$ cat config.mk
export PLATFORM = sky130hd
export DESIGN_NAME = qencoder_speed
export DESIGN_NICKNAME = d
export VERILOG_FILES = /design/src/rtl/qencoder_speed.sv
export SDC_FILE = /design/constraint.sdc
export NUM_CORES = 1
export LEC_CHECK = 0
export CORE_ASPECT_RATIO = 1.2
export CORE_UTILIZATION = 50
export CTS_CLUSTER_SIZE = 24
export DETAILED_ROUTE_END_ITERATION = 12
export HOLD_SLACK_MARGIN = 0.06
export PLACE_DENSITY = 0.79
export SKIP_LAST_GASP = 1
export SLEW_MARGIN = 0
export SYNTH_ARGS = -nofsm -noshare
export SYNTH_HDL_FRONTEND = slang
export SYNTH_SLANG_ARGS = --single-unit
export TNS_END_PERCENT = 10
$ cat constraint.sdc
create_clock -name clk -period 5.5 [get_ports clk]
set_input_delay 0.825 -clock clk [delete_from_list [all_inputs] [get_ports clk]]
set_output_delay 0.825 -clock clk [all_outputs]
set_load 0.05 [all_outputs]
$ cat src/rtl/qencoder_speed.sv
// qencoder_speed: fixed gate-time speed estimator with saturation and stall detection
module qencoder_speed #(
   parameter int NB      = 32,
   parameter int NS      = 16,
   parameter int NW      = 24,
   parameter int STALL_N = 4
) (
   input  logic                 clk,
   input  logic                 i_reset,
   input  logic                 i_enable,
   input  logic [NB-1:0]        i_position,
   input  logic [NW-1:0]        i_window,
   output logic signed [NS-1:0] o_speed,
   output logic                 o_valid,
   output logic                 o_sat,
   output logic                 o_stall
);
   localparam int SW = $clog2(STALL_N + 1);
   localparam logic [SW-1:0] STALL_MAX = SW'(STALL_N);
   localparam logic signed [NB-1:0] SMAX = {{(NB-NS+1){1'b0}}, {(NS-1){1'b1}}};
   localparam logic signed [NB-1:0] SMIN = {{(NB-NS+1){1'b1}}, {(NS-1){1'b0}}};
   typedef enum logic {IDLE, RUN} state_t;
   state_t               state;
   logic [NW-1:0]        cnt, win, win_eff;
   logic [NB-1:0]        base;
   logic signed [NB-1:0] delta, delta_r;
   logic                 pend, term, hi, lo;
   logic [SW-1:0]        stall_cnt;
   assign win_eff = (i_window == '0) ? NW'(1) : i_window;
   assign delta   = i_position - base;
   assign term    = cnt == win - NW'(1);
   assign hi      = delta_r > SMAX;
   assign lo      = delta_r < SMIN;
   // window sequencing, delta capture one edge, clipped outputs and stall tracking the next
   always_ff @(posedge clk or posedge i_reset) begin
      if (i_reset) begin
         state     <= IDLE;
         cnt       <= '0;
         win       <= '0;
         base      <= '0;
         delta_r   <= '0;
         pend      <= 1'b0;
         stall_cnt <= '0;
         o_speed   <= '0;
         o_valid   <= 1'b0;
         o_sat     <= 1'b0;
         o_stall   <= 1'b0;
      end else begin
         pend    <= 1'b0;
         o_valid <= pend;
         if (pend) begin
            o_speed <= hi ? SMAX[NS-1:0] : lo ? SMIN[NS-1:0] : delta_r[NS-1:0];
            o_sat   <= hi || lo;
            if (delta_r == '0) begin
               stall_cnt <= (stall_cnt == STALL_MAX) ? stall_cnt : stall_cnt + 1'b1;
               o_stall   <= stall_cnt >= STALL_MAX - 1'b1;
            end else begin
               stall_cnt <= '0;
               o_stall   <= 1'b0;
            end
         end
         if (state == IDLE) begin
            if (i_enable) begin
               state <= RUN;
               base  <= i_position;
               cnt   <= '0;
               win   <= win_eff;
            end
         end else if (!i_enable) begin
            state     <= IDLE;
            stall_cnt <= '0;
            o_stall   <= 1'b0;
         end else if (term) begin
            base    <= i_position;
            cnt     <= '0;
            win     <= win_eff;
            delta_r <= delta;
            pend    <= 1'b1;
         end else begin
            cnt <= cnt + 1'b1;
         end
      end
   end
endmodule

Word-level counts from Yosys, hierarchy flattened
Index checks and enable logic that the tools add are counted.

cells by class
  order comparisons = 3
  mux-type cells = 28
  $add $sub $neg = 4
  equality and inequality tests = 3
  reduce and logical (&&, ||, !) cells = 5

operator list
  kind                   count
  $mux 24                9
  $mux 32                4
  $gt 32x16->1 const B   1
  $logic_not 32->1       1
  $lt 32x16->1 const B   1
  $mux 16                2
  $sub 32x32->32         1
  $add 24x1->24 const B  1
  $eq 24x24->1           1
  $logic_not 24->1       1
  $sub 24x1->24 const B  1
  $mux 3                 5
  $mux 1                 8
  $add 3x1->3 const B    1
  $eq 3x3->1 const B     1
  $ge 3x2->1 const B     1
  $reduce_and 3->1       1
  $ne 2x1->1 const B     1
  $reduce_and 2->1       1
  $logic_or 1x1->1       1

storage, ports and cells
  logic and storage cells = 54
  register bits = 136
  output and inout port bits = 19
  input bits = 59

Longest topological paths before layout
Gate-level depths: netlist (run 1).

  depth in word-level cells = 6
  gate-level depth with buffers = 13
  mapped depth without buffers = 11

Worst setup path after synthesis (run 1)
No wires, ideal clock.

  kind = flip-flop to flip-flop
  start point = register win[0]
  end point = register base[0]
  period minus slack after synthesis = 3.193 ns
  setup slack = 2.307 ns
  cell stages (with the launch flop) = 13
  library setup time = 0.125 ns
  path buffers = 2
  arrival time = 3.068 ns
  data required time = 5.375 ns
  cells stage by stage = dfrtp_1 > inv_1 > ha_1 > or3b_2 > or4_4 > nor3_2 > o22ai_1 > nor4_4 > a31oi_4 > nor2b_4 > buf_6 > buf_6 > mux2_4

on the way
  cells in the longest elaborated chain, start to end = 4

ends and longest elaborated chain
  what                               RTL line  RTL
  start, declared                    24        logic [NW-1:0] cnt, win, win_eff;
  start signal, assigned             67        win <= win_eff;
  start signal, assigned             76        win <= win_eff;
  $sub 24x1->24                      31        assign term = cnt == win - NW'(1);
  $eq 24x24->1                       31
  $ne 2x1->1 (no source line)        -
  $reduce_and 2->1 (no source line)  -
  end signal, assigned               65        base <= i_position;
  end signal, assigned               74        base <= i_position;
  end, declared                      25        logic [NB-1:0] base;

Every way passes these cells.
A chain may end at the register's enable or synchronous reset.

Worst setup path in the final report (run 1)
  start point = register win[0]
  end point = register base[21]

Same word-level chain as after synthesis.

==> flow_metrics.py, run 1 <==
metrics = {
    "grt": {
        "grt_remaining_overflow": 0,
        "antenna_violations_before_repair": 0,
        "grt_start_max_net_pins": 103,
        "global_route.usage.total_pct": 23.6,
        "via_count_of_the_first_global_routing_pass": 6956,
        "first_pass_grt_wire_length_mm": 33.1,
    },
    "floorplanning": {
        "std_cell_rows": 52,
        "floorplan.die.height_um": 146,
        "design.die.area_um2": 17900,
        "core-area_um2": 16900,
        "initial_utilization_pct": 51.4,
        "die_width_um": 122,
        "boundaryPins": 78,
    },
    "placement": {
        "place_area_um2": 9610,
        "port-buffer-count": 77,
        "final_weighted_congestion_in_routability_driven_placement": 0.901,
        "detailed_place_hpwl_mm": 14.2,
    },
    "sta": {
        "setup_repair_after_global_routing_missed_its_margin": "false",
        "slew_viol_final": 0,
        "finalHoldViolations": 0,
        "fin_worst_hold_slack_ns": 0.505,
        "min_clock_period_post_route_ns": 3.84,
        "tightestPinTransition_ns": 1.02,
        "layout_worst_path_cycle_share_pct": 69.9,
        "fin_setup_tns_ns": 0,
        "fmax_ghz": 0.260,
        "report.final.setup_viol": 0,
        "maxSlewHeadroom_pct": 31.7,
        "timing.clock.skew_ns": 0.00983,
    },
    "clocking": {
        "cts_post_setup_buffers_inserted": 0,
        "clkTransAtPathRegs_ns": 0.06,
        "post_cts_resized": 0,
        "clock_sinks": 136,
        "cts_made_buffers": 17,
        "cts_hold_buffers": 0,
        "tritoncts": "yes",
        "cts.root.buffer_cell": "clkbuf_16",
        "clock_latency_on_the_worst_skew_pair_ns": 0.43,
        "clock_tree.buffer_depth": 2,
        "htree_num_levels": 4,
    },
    "synth": {
        "syn_avg_cell_area_um2": 9.52,
        "synth_top_flop_cell": "dfrtp_1",
        "post_synth_main_area_contributors": "dfrtp_1 (39%), ha_1 (5.2%), mux2_4 (4.8%)",
        "yosysUniqueCellTypes": 78,
        "synth_seq_cells": 136,
        "synth_area_um2": 8700,
        "synthesis.yosys.warnings": 0,
        "synth_cells": 914,
        "yosys.area.top_type": "dfrtp_1",
        "postSynth.asyncResetShare_pct": 100,
        "synth_nets": 1010,
        "netlist.area_leader.share_pct": 39.1,
        "synth.yosys.seq_area_share_pct": 39.1,
        "synth_enable_flop_cells": 0,
    },
    "worst_setup_path": {
        "critical_path.endpoint_type": "flop",
        "crit_path_top_delay_cell": "or3b_2",
        "timing.critical_path.arrival_ns": 4.15,
        "timing.setup.critical_path_class": "reg2reg",
        "timing.critical_path.cells": "inv_1 > ha_1 > or3b_2 > nor4_2 > and2_1 > a211oi_1 > o31ai_2 > a31oi_4 > nor2b_4 > buf_12 > mux2_2",
        "crit_path_max_incr_delay_ns": 0.52,
        "timing.critical_path.from_type": "flop",
        "path_max_fanout": 75,
        "crit_required_ns": 5.81,
        "timing.reg2reg.worst_path_depth": 11,
    },
    "final_layout": {
        "stdcell_area_um2": 10300,
        "synthToLayoutAreaGrowth_pct": 18.0,
        "mostFrequentLayoutCell": "dfrtp_1",
        "insertedDiodeCount": 0,
        "final_cell_mix": "dfrtp_1 (136), nor2_1 (81), clkdlybuf4s50_1 (77), nand2_1 (74), inv_1 (55)",
        "fin_nets": 1074,
        "layout-drive-gt1-share_pct": 12.3,
    },
    "status": {
        "result_of_the_run": "finished, final reports clean",
    },
    "hold_path": {
        "worst_hold_path_type": "reg2reg",
        "hold-path-cell-count": 1,
    },
    "flow_run": {
        "maxCapViolations": 0,
    },
    "route": {
        "finalWirelength_mm": 19.9,
        "postRouteAntennaNets": 0,
        "avgRoutedWirePerCell_um": 16.5,
        "drt_iter0_markers": 561,
        "firstDrtPassIters": 5,
        "route.detailed.vias_per_inst": 5.81,
        "post-route-drc-count": 0,
        "count_of_vias_placed_by_the_detailed_router": 6997,
    },
    "power": {
        "irDropWorstVdd_mv": 0.223,
        "powerDensity_nw_per_um2": 309,
        "leakage_power_figure_uw": 0.00452,
    },
}
where the power goes:
group | total [uW] | switching [uW] | leakage, uW | internal (uW)
clock network | 1280 | 435 | 0.000305 | 844
registers | 1140 | 74.1 | 0.00176 | 1070
logic | 753 | 398 | 0.00245 | 355
total | 3170 | 906 | 0.00452 | 2270
metal layers:
layer | vias to the layer above | wire [um] | track usage, %
met5 | - | 0 | 0
met4 | 0 | 591 | 10.1
met3 | 44 | 744 | 4.14
met2 | 177 | 9970 | 40.1
met1 | 3369 | 8570 | 29.1
li1 | 3407 | - | -
registers in the layout, indices dropped and copies added (netlist names):
name       cells
base          32
delta_r       32
cnt           24
win           24
o_speed       16
stall_cnt      3
o_sat          1
o_stall        1
o_valid        1
pend           1
state          1
stage by stage:
stage	total power [uW]	util (%)	cells	worst slack, ns
detailed placement	1900	56.8	1175	1.68
CTS	3180	60.7	1205	1.66
global placement	1880	56.8	1175	1.75
global route	3320	60.7	1205	1.45
floorplan	1710	-	914	1.04
finish	3170	60.7	1205	1.66
area by class of cell:
type	count	area, um^2
clock buffers	18	429
clock inverters	12	224
fillers	1439	6650
inverters	56	215
multi-input cells	685	4900
flip-flops and latches	136	3400
well taps	216	270
repair buffers	82	821
synth_stat cells (5+ instances only):
cell type  instances
o21ai_0           47
and3_1             9
buf_6              6
a21o_1            21
a31oi_1            6
or4_1              5
nor2_1            81
inv_1             56
nand4_1           19
and2_1             7
mux2_2            36
nor2b_1            6
mux2_4            28
nor3_1            20
clkbuf_1          24
xnor2_1           27
o211ai_1           5
nand3_1           27
dfrtp_1          136
ha_1              36
or2_2              6
xor2_1            38
o21a_1            11
a21oi_1           44
nand2_1           74
o22ai_1            8
nand2b_1          17
mux2i_1            9
nor4_1            18
buf_2              5
critical path, delay by kind of cell (launching register included):
kind            cells  cell delay [ns]
simple gates        4             1.32
compound gates      3             0.74
mux                 1             0.39
buf+inv             2             0.50
flops               1             0.44
fa+ha+maj           1             0.28
cell families after synthesis:
| group | share of synthesized area, % |
|---|---|
| and+or+nand+nor | 19.0 |
| AOI/OAI and AO/OA | 14.5 |
| DFF | 39.1 |
| buffers and inverters | 4.65 |
| muxes | 10.5 |
| xor gates and xnor gates | 6.80 |
| adders and majority gates | 5.41 |
path summary, 6_finish.rpt:
kind / from / endpoint / slack, ns
setup / recovery: win[0] / base[21] / 1.66
hold / removal: base[14] / base[14] / 0.50
setup reg to reg: win[0] / base[21] / 1.66
hold reg to reg: base[14] / base[14] / 0.50
max in group asynchronous: i_reset / state / 3.48
min in group asynchronous: i_reset / base[27] / 0.99
Note: power is estimated with default switching activity, not from simulation.
==> run 2: changes to the inputs <==
Clock period 5.5 ns to 3.79 ns, I/O delays scaled along.
==> flow_metrics.py, run 2 (synthesis gave the netlist of run 1 again) <==
metrics = {
    "status": {
        "result_of_the_run": "finished, final reports clean",
    },
    "floorplanning": {
        "core-area_um2": 16900,
        "floorplan.die.height_um": 146,
        "design.die.area_um2": 17900,
        "die_width_um": 122,
        "initial_utilization_pct": 51.4,
        "boundaryPins": 78,
        "std_cell_rows": 52,
    },
    "power": {
        "comb_power_share_pct": 24.5,
        "switching_share_pct": 29.7,
        "pwr-share-seq_pct": 36.2,
        "share_clk_of_total_power_pct": 39.3,
        "irDropWorstVdd_mv": 0.276,
        "internal-power_uw": 3200,
        "leakage_power_figure_uw": 0.00459,
        "totalPowerFinal_uw": 4550,
        "powerDensity_nw_per_um2": 439,
        "total_switching_power_uw": 1350,
    },
    "placement": {
        "final_weighted_congestion_in_routability_driven_placement": 0.945,
        "port-buffer-count": 77,
        "place_area_um2": 9730,
        "detailed_place_hpwl_mm": 14.3,
    },
    "final_layout": {
        "mostFrequentLayoutCell": "dfrtp_1",
        "layout-drive-gt1-share_pct": 13.5,
        "layout.filler_cells": 1412,
        "layout_top_registers": "base (32), delta_r (32)",
        "synthToLayoutAreaGrowth_pct": 19.1,
        "stdcell_area_um2": 10400,
        "final_cell_mix": "dfrtp_1 (136), nor2_1 (81), clkdlybuf4s50_1 (77), nand2_1 (74), inv_1 (55)",
        "multi_input_area_um2": 4900,
        "fin_nets": 1085,
        "post-route-util_pct": 61.3,
        "register_area_um2": 3400,
        "insertedDiodeCount": 0,
    },
    "grt": {
        "via_count_of_the_first_global_routing_pass": 6870,
        "grt_remaining_overflow": 0,
        "antenna_violations_before_repair": 0,
        "global_route.usage.total_pct": 23.4,
        "first_pass_grt_wire_length_mm": 32.8,
        "grt_start_max_net_pins": 137,
    },
    "route": {
        "postRouteAntennaNets": 0,
        "route.detailed.vias_per_inst": 5.79,
        "drt_iter0_markers": 505,
        "finalWirelength_mm": 20.0,
        "firstDrtPassIters": 5,
        "count_of_vias_placed_by_the_detailed_router": 7057,
        "avgRoutedWirePerCell_um": 16.4,
        "post-route-drc-count": 0,
    },
    "clocking": {
        "post_cts_resized": 0,
        "clock_tree.buffer_depth": 2,
        "cts_hold_buffers": 0,
        "htree_num_levels": 4,
        "clock_sinks": 136,
        "clkTransAtPathRegs_ns": 0.06,
        "tritoncts": "yes",
        "clock_latency_on_the_worst_skew_pair_ns": 0.43,
        "cts.root.buffer_cell": "clkbuf_16",
        "cts_post_setup_buffers_inserted": 0,
        "cts_made_buffers": 17,
    },
    "worst_setup_path": {
        "path_max_fanout": 34,
        "timing.critical_path.arrival_ns": 3.90,
        "crit_path_top_delay_cell": "or3b_2",
        "crit_required_ns": 4.11,
        "timing.critical_path.cells": "inv_1 > ha_1 > or3b_2 > or4_4 > nor3_2 > o22ai_1 > nor4_4 > a31oi_4 > nor2b_4 > buf_12 > mux2_2",
        "critical_path.endpoint_type": "flop",
        "timing.setup.critical_path_class": "reg2reg",
        "critPathBufInv": 2,
        "crit_path_max_incr_delay_ns": 0.53,
        "timing.critical_path.from_type": "flop",
        "cp_top_family": "simple AND/OR/NAND/NOR gates",
    },
    "sta": {
        "finalHoldViolations": 0,
        "slew_viol_final": 0,
        "maxSlewHeadroom_pct": 33.1,
        "report.final.setup_viol": 0,
        "tightestPinTransition_ns": 1.00,
        "fin_setup_tns_ns": 0,
        "timing.clock.skew_ns": 0.00901,
        "layout_worst_path_cycle_share_pct": 94.7,
        "min_clock_period_post_route_ns": 3.59,
        "fmax_ghz": 0.279,
        "setup_repair_after_global_routing_missed_its_margin": "false",
    },
    "hold_path": {
        "worst_hold_path_type": "reg2reg",
    },
    "flow_run": {
        "maxCapViolations": 0,
    },
}
run 2: cell count changes in the layout (fill, tap and decap cells not counted):
cell | previous run | this run
clkinv_4 | 0 | 3
clkbuf_8 | 0 | 1
buf_12 | 1 | 4
clkinvlp_4 | 4 | 3
buf_4 | 4 | 12
bufinv_16 | 6 | 4
inv_6 | 2 | 3
run 2: path summary, 6_finish.rpt:
path,end,slack [ns],cells after the start,start
setup / recovery,base[30],0.20,11,win[0]
hold / removal,delta_r[17],0.50,1,delta_r[17]
setup reg to reg,base[30],0.20,11,win[0]
hold reg to reg,delta_r[17],0.50,1,delta_r[17]
max in group asynchronous,base[24],2.53,3,i_reset
min in group asynchronous,win[19],0.66,3,i_reset
run 2: worst reg2reg max path: cells and delay by family (launching register included):
family | cells | cell delay (ns)
AND/OR/NAND/NOR | 5 | 1.70
flip-flops | 1 | 0.43
multiplexers | 1 | 0.40
buffers and inverters | 2 | 0.34
AO/OA/AOI/OAI | 2 | 0.31
adder cells (fa/ha/maj) | 1 | 0.28
run 2: per-stage QoR:
| stage | setup slack (ns) | hold slack, ns | instances |
|---|---|---|---|
| floorplan | 0.597 | 0.390 | 914 |
| global placement | 0.324 | 0.484 | 1186 |
| detailed placement | 0.255 | 0.493 | 1186 |
| CTS | 0.221 | 0.507 | 1218 |
| global route | 0.0250 | 0.513 | 1218 |
| finish | 0.202 | 0.504 | 1218 |
run 2: metal layers:
metal	up-vias	GRT usage (%)	share of wire, %
met1	3404	28.4	44
li1	3431	-	-
met5	-	0	0
met3	46	4.22	3.4
met4	0	9.39	2.7
met2	176	40.4	50
run 2: power groups by stage:
| stage | Sequential (uW) | Combinational, uW | Clock [uW] |
|---|---|---|---|
| 5_1_grt | 1660 | 1230 | 1870 |
| 2_1_floorplan | 1640 | 844 | 0 |
| 3_5_place_dp | 1670 | 1100 | 0 |
| 3_3_place_gp | 1670 | 1080 | 0 |
| 6_report | 1650 | 1110 | 1790 |
| 4_1_cts | 1650 | 1110 | 1820 |
run 2: cell type report:
class	instances	area share (%)
clock buffer	19	4.27
clock inverter	13	1.86
inverter	56	2.06
multi-input combinational	685	47.3
sequential	136	32.8
tap	216	2.61
timing repair buffer	93	9.08
